--- config.mk ---
export PLATFORM = sky130hd
export DESIGN_NAME = seq_ctrl_unit
export DESIGN_NICKNAME = d
export VERILOG_FILES = /design/src/rtl/seq_ctrl_unit.sv
export SDC_FILE = /design/constraint.sdc
export NUM_CORES = 1
export LEC_CHECK = 0
export BUFFER_PORTS_ARGS = -buffer_cell sky130_fd_sc_hd__buf_4
export CAP_MARGIN = 20
export CORE_MARGIN = 5
export CORE_UTILIZATION = 49
export DETAILED_ROUTE_END_ITERATION = 10
export PLACE_DENSITY = 0.75
export SLEW_MARGIN = 10
export SYNTH_ARGS = -nofsm -noshare
export SYNTH_HDL_FRONTEND = slang
export SYNTH_SLANG_ARGS = --single-unit
--- constraint.sdc ---
create_clock -name clk -period 2.2 [get_ports clk]
set_input_delay 0.22 -clock clk [delete_from_list [all_inputs] [get_ports clk]]
set_output_delay 0.22 -clock clk [all_outputs]
set_load 0.01 [all_outputs]
--- src/rtl/seq_ctrl_unit.sv ---
// Instruction sequencer for a simple accumulator CPU: walks fetch/decode/execute
// phases, drives datapath strobes, and counts retired instructions.
module seq_ctrl_unit #(
  parameter int OPC_W    = 3,
  parameter int CNT_W    = 16,
  parameter int MAX_WAIT = 15
) (
  input  logic             clk,
  input  logic             rst,
  input  logic [OPC_W-1:0] ins,
  input  logic             mem_rdy,
  input  logic             resume,
  output logic             PC_en,
  output logic             write_r,
  output logic             read_r,
  output logic             ac_ena,
  output logic             ram_ena,
  output logic             rom_ena,
  output logic             ram_write,
  output logic             ram_read,
  output logic             rom_read,
  output logic             ad_sel,
  output logic [1:0]       fetch,
  output logic             halted,
  output logic             bus_err,
  output logic             ill_op,
  output logic [CNT_W-1:0] instr_cnt
);

  localparam int WAIT_W = (MAX_WAIT > 1) ? $clog2(MAX_WAIT) : 1;
  localparam logic [WAIT_W-1:0] WAIT_LAST = WAIT_W'(MAX_WAIT - 1);

  localparam logic [2:0] OP_NOP = 3'd0;
  localparam logic [2:0] OP_LDO = 3'd1;
  localparam logic [2:0] OP_LDA = 3'd2;
  localparam logic [2:0] OP_STO = 3'd3;
  localparam logic [2:0] OP_PRE = 3'd4;
  localparam logic [2:0] OP_ADD = 3'd5;
  localparam logic [2:0] OP_LDM = 3'd6;
  localparam logic [2:0] OP_HLT = 3'd7;

  typedef enum logic [3:0] {
    S_IDLE, S_FETCH1, S_DEC, S_FETCH2, S_OPND, S_LOAD, S_ST_SETUP,
    S_STORE, S_ALU_RD, S_ALU_EX, S_LDM_EX, S_HALT, S_ERR
  } state_t;

  typedef struct packed {
    logic       pc_en;
    logic       write_r;
    logic       read_r;
    logic       ac_ena;
    logic       ram_ena;
    logic       rom_ena;
    logic       ram_write;
    logic       ram_read;
    logic       rom_read;
    logic       ad_sel;
    logic [1:0] fetch;
    logic       halted;
    logic       ill_op;
  } out_t;

  function automatic logic is_illegal(input logic [OPC_W-1:0] op);
    return (op >> 3) != '0;
  endfunction

  function automatic out_t decode(input state_t s, input logic [OPC_W-1:0] op);
    out_t o;
    o = '0;
    case (s)
      S_FETCH1, S_FETCH2: begin
        o.rom_ena  = 1'b1;
        o.rom_read = 1'b1;
        o.fetch    = 2'b01;
      end
      S_DEC: begin
        o.pc_en  = 1'b1;
        o.ill_op = is_illegal(op);
      end
      S_OPND: o.pc_en = 1'b1;
      S_LOAD: begin
        o.write_r = 1'b1;
        o.ad_sel  = 1'b1;
        if (op[2:0] == OP_LDO) begin
          o.rom_ena  = 1'b1;
          o.rom_read = 1'b1;
        end else if (op[2:0] == OP_LDA) begin
          o.ram_ena  = 1'b1;
          o.ram_read = 1'b1;
        end
      end
      S_ST_SETUP, S_ALU_RD: begin
        o.read_r = 1'b1;
        o.fetch  = 2'b01;
      end
      S_STORE: begin
        o.ram_ena   = 1'b1;
        o.ram_write = 1'b1;
        o.ad_sel    = 1'b1;
        o.fetch     = 2'b10;
      end
      S_ALU_EX: begin
        o.ac_ena = 1'b1;
        o.fetch  = 2'b01;
      end
      S_LDM_EX: begin
        o.write_r = 1'b1;
        o.ac_ena  = 1'b1;
      end
      S_HALT:  o.halted = 1'b1;
      default: o = '0;
    endcase
    return o;
  endfunction

  state_t             r_state;
  logic [OPC_W-1:0]   r_op_q;
  logic [WAIT_W-1:0]  r_wait;
  logic [CNT_W-1:0]   r_cnt;
  logic               r_bus_err;
  out_t               r_out;

  state_t             w_nxt_state;
  logic [OPC_W-1:0]   w_nxt_op;
  logic               w_in_wait;
  logic               w_timeout;
  logic               w_retire;

  assign w_in_wait = (r_state == S_FETCH1) || (r_state == S_FETCH2) ||
                     (r_state == S_LOAD)   || (r_state == S_STORE);
  // mem_rdy on the last allowed cycle takes priority because it is tested first below
  assign w_timeout = w_in_wait && !mem_rdy && (r_wait == WAIT_LAST);

  always_comb begin
    w_nxt_state = r_state;
    w_nxt_op    = r_op_q;
    case (r_state)
      S_IDLE:   w_nxt_state = S_FETCH1;
      S_FETCH1: begin
        if (mem_rdy) begin
          w_nxt_state = S_DEC;
          w_nxt_op    = ins;
        end else if (w_timeout) begin
          w_nxt_state = S_ERR;
        end
      end
      S_DEC: begin
        if (is_illegal(r_op_q)) begin
          w_nxt_state = S_FETCH1;
        end else begin
          case (r_op_q[2:0])
            OP_NOP:         w_nxt_state = S_FETCH1;
            OP_HLT:         w_nxt_state = S_HALT;
            OP_PRE, OP_ADD: w_nxt_state = S_ALU_RD;
            OP_LDM:         w_nxt_state = S_LDM_EX;
            default:        w_nxt_state = S_FETCH2;
          endcase
        end
      end
      S_FETCH2: begin
        if (mem_rdy)        w_nxt_state = S_OPND;
        else if (w_timeout) w_nxt_state = S_ERR;
      end
      S_OPND:     w_nxt_state = (r_op_q[2:0] == OP_STO) ? S_ST_SETUP : S_LOAD;
      S_LOAD, S_STORE: begin
        if (mem_rdy)        w_nxt_state = S_FETCH1;
        else if (w_timeout) w_nxt_state = S_ERR;
      end
      S_ST_SETUP: w_nxt_state = S_STORE;
      S_ALU_RD:   w_nxt_state = S_ALU_EX;
      S_ALU_EX:   w_nxt_state = S_FETCH1;
      S_LDM_EX:   w_nxt_state = S_FETCH1;
      S_HALT:     if (resume) w_nxt_state = S_FETCH1;
      default:    w_nxt_state = S_ERR;
    endcase
  end

  // HALT->FETCH1 and IDLE->FETCH1 are deliberately not retirements
  assign w_retire = ((w_nxt_state == S_FETCH1) &&
                     ((r_state == S_DEC)    || (r_state == S_LOAD) ||
                      (r_state == S_STORE)  || (r_state == S_ALU_EX) ||
                      (r_state == S_LDM_EX))) ||
                    ((w_nxt_state == S_HALT) && (r_state != S_HALT));

  always_ff @(posedge clk) begin
    if (!rst) begin
      r_state   <= S_IDLE;
      r_op_q    <= '0;
      r_wait    <= '0;
      r_cnt     <= '0;
      r_bus_err <= 1'b0;
      r_out     <= '0;
    end else begin
      r_state <= w_nxt_state;
      r_op_q  <= w_nxt_op;
      if ((w_nxt_state == r_state) && w_in_wait && !mem_rdy) r_wait <= r_wait + 1'b1;
      else                                                   r_wait <= '0;
      if (w_retire && (r_cnt != '1)) r_cnt <= r_cnt + 1'b1;
      r_bus_err <= r_bus_err | (w_nxt_state == S_ERR);
      // outputs are decoded from the upcoming state so they line up with it
      r_out <= decode(w_nxt_state, w_nxt_op);
    end
  end

  assign PC_en     = r_out.pc_en;
  assign write_r   = r_out.write_r;
  assign read_r    = r_out.read_r;
  assign ac_ena    = r_out.ac_ena;
  assign ram_ena   = r_out.ram_ena;
  assign rom_ena   = r_out.rom_ena;
  assign ram_write = r_out.ram_write;
  assign ram_read  = r_out.ram_read;
  assign rom_read  = r_out.rom_read;
  assign ad_sel    = r_out.ad_sel;
  assign fetch     = r_out.fetch;
  assign halted    = r_out.halted;
  assign ill_op    = r_out.ill_op;
  assign bus_err   = r_bus_err;
  assign instr_cnt = r_cnt;

endmodule

==> results_dict.tcl <==
set metrics [dict create \
    synth_flop_cell "dfxtp_1" \
    die_w_um 74.5 \
    hold_start "ins[0]" \
    core_um2 4030 \
    die_area_um2 5550 \
    cts_htree_levels 2 \
    stdcell_count 352 \
    wl_um 5390 \
    syn-cell-area_um2 2040 \
    ys_warn_count 0 \
    clk_pin_slew_ns 0.08 \
    cts_buffers 5 \
    p_per_area_nw_per_um2 547 \
    area_growth_syn_to_layout_pct 42.4 \
    gp_congestion 0.838 \
    hold_path.class "primary input to flip-flop" \
    cts_buffer_depth 2 \
    seq_area_um2 820 \
    grt_pass1_wl_um 8420 \
    drv_cap 0 \
    synth-seq-cells 40 \
    drcViolationCount 0 \
    min_period_over_period_pct 102 \
    critical_path_class "flip-flop to flip-flop" \
    design_area_um2 2900 \
    period_needed_ns 2.24 \
    yosysUniqueCellTypes 46 \
    r2r_setup_slack_ns -0.04 \
    synth_top_area_share_pct 39.3 \
    synth_area_leaders "dfxtp_1 39%, mux2i_1 7.9%, nand2_1 4.6%, nand2b_1 4.0%, nor2_1 3.7%" \
    multi_input_area_um2 1350 \
    dp.cells 333 \
    synth_most_common_cell "dfxtp_1" \
    p_int_mw 1.18 \
    diodes 0 \
    synth_nets 250 \
    hold_violations 0 \
    die_y_um 74.5 \
    nets 311 \
    seqPwrFrac_pct 47.4 \
    p_clk_share_pct 38.7 \
    worstSetupStartpointType "flip-flop" \
    cts_tree "yes" \
    grt_max_degree 25 \
    hold_end "r_op_q[0]" \
    cts_hold_buf 0 \
    ant_nets 0 \
    hpwl_um 3220 \
    cts.sinks 40 \
    synthArstFlopShare_pct 0 \
    p_switching_uw 410 \
    start_util_pct 50.6 \
    slew_violations 0 \
    grtUsageTotal_pct 19.5 \
    clock_latency_ns 0.30 \
    wl_per_cell_um 15.3 \
    viasPerCell 5.57 \
    combPwrFrac_pct 13.9 \
    ir_worst_vdd_v 0.000380 \
    rr_worst_depth 8 \
    placed_area_um2 2460 \
    endpoint_kind "flip-flop" \
    arrival_ns 2.46 \
    p_leak_nw 1.16 \
    synth-edff-count 0 \
    gr-total-overflow 0 \
    synth_cells 240 \
    row_count 23 \
    rsz0062_at_grt "true" \
    rr_startpoint "r_state[3]" \
    violations "setup timing" \
    report.final.setup_viol 5 \
    seq_area_frac_synth_pct 39.3 \
    crit_fanout 10 \
    synth_area_leader_cell "dfxtp_1" \
    vias 1960 \
    tightest_slew_ns 0.544 \
    first_global_vias 1852 \
    antenna_found_initial 0 \
    num_io_pins 38 \
    whs_ns 0.187 \
    design_power_total_mw 1.59 \
    setup_tns_ns -0.124 \
    drive_gt1_share_pct 40.4 \
    p_sw_share_pct 25.8 \
    drt_iter0_markers 166 \
    maxSlewHeadroom_pct 63.7 \
    syn_area_per_cell_um2 8.50 \
    hold_depth 3 \
    cts_root_buf "clkbuf_8" \
    synthTopCellsByCount "40 x dfxtp_1, 25 x nand2_1, 20 x nor2_1, 16 x mux2i_1, 13 x nand2b_1" \
    io_buffers 36 \
    layout_setup_ws_ns -0.0428 \
    cp_data_required_time_ns 2.41 \
    rr_endpoint "instr_cnt[10]" \
    fillers 310 \
    status "finished, violations left" \
    max_freq_mhz 446 \
    fin_skew_ns 0.00660 \
    drtPass1Iterations 4 \
]
worst max path at each step:
stage	slack, ns	from	end
after floorplan	0.04	r_state[2]	instr_cnt[15]
after global placement	-0.007	r_state[1]	instr_cnt[2]
after detailed placement	-0.07	r_wait[0]	instr_cnt[8]
after CTS	0.004	r_wait[0]	instr_cnt[13]
after global routing	-0.12	r_state[1]	instr_cnt[11]
final	-0.04	r_state[3]	instr_cnt[10]
metrics by stage:
stage,utilization (%),setup slack [ns]
6_report,72.1,-0.0428
5_1_grt,72.1,-0.124
4_1_cts,66.8,0.00368
3_5_place_dp,61.0,-0.0721
3_3_place_gp,61.0,-0.00747
2_1_floorplan,-,0.0399
sequential cells by signal (all words and copies together) (netlist names):
signal	flops
PC_en	1
ac_ena	1
ad_sel	1
bus_err	1
fetch	2
halted	1
instr_cnt	16
r_op_q	3
r_state	4
r_wait	4
ram_ena	1
ram_read	1
ram_write	1
read_r	1
rom_read	1
write_r	1
worst max-delay path: stages, from the launching register on:
cell and delay, ns:
dfxtp_4 0.39, buf_4 0.15, nand2b_4 0.14, mux2i_1 0.18
a32oi_2 0.16, buf_4 0.22, or4_1 0.51, nor2_1 0.16
mux2i_1 0.24
repair_timing:
item / in CTS / in global routing
cloned: 2 / 0
gates resized for setup: 20 / 41
pin swaps: 6 / 12
buffers inserted: 3 / 6
endpoints found under the setup margin: 12 / 16
layout make-up:
| cell class | instances | area share [%] |
|---|---|---|
| clock buffer | 5 | 2.37 |
| sequential | 40 | 28.2 |
| timing repair buffer | 70 | 18.6 |
| inverter | 5 | 0.646 |
| tap | 50 | 2.15 |
| multi-input combinational | 179 | 46.4 |
| clock inverter | 3 | 1.59 |
cell families after synthesis:
kind of cell | after synthesis | synth area share, %
AO/OA/AOI/OAI | 33 | 10.1
XOR/XNOR | 2 | 0.859
adder cells (fa/ha/maj) | 3 | 1.84
buffers and inverters | 21 | 5.21
flip-flops | 40 | 39.3
multiplexers | 16 | 7.85
other | 1 | 0.184
AND/OR/NAND/NOR | 124 | 34.7
power groups by stage:
stage	clock (mW)	combinational (mW)	sequential [mW]
global placement	0	0.169	0.769
finish	0.615	0.222	0.753
global route	0.659	0.239	0.756
CTS	0.625	0.191	0.753
detailed placement	0	0.171	0.769
floorplan	0	0.109	0.768
cells in the final DEF, fill, tap and decap left out, drive strengths merged, types with 3 or more instances in the layout:
cell type	synthesis	routed
dfxtp	40	40
nor2	20	20
nor3b	6	6
inv	5	6
nand3	12	12
o21ai	7	7
nand4	4	4
o31ai	4	4
nor4b	5	5
or4	4	4
buf	8	70
a21oi	12	12
nand2b	13	13
and2	3	3
nor3	5	5
nor4	7	7
ha	3	3
mux2i	16	16
and3	4	4
clkbuf	8	5
nor2b	4	4
or3	4	4
nand2	25	25
routing by layer:
layer	part of all wire, %	wire length (um)	track usage, %
met1	44	2390	24.5
met2	49	2620	31.9
met3	6.0	323	5.27
met4	1.1	61	7.51
met5	0	0	0
No activity file was read; power rests on OpenSTA's default activity.
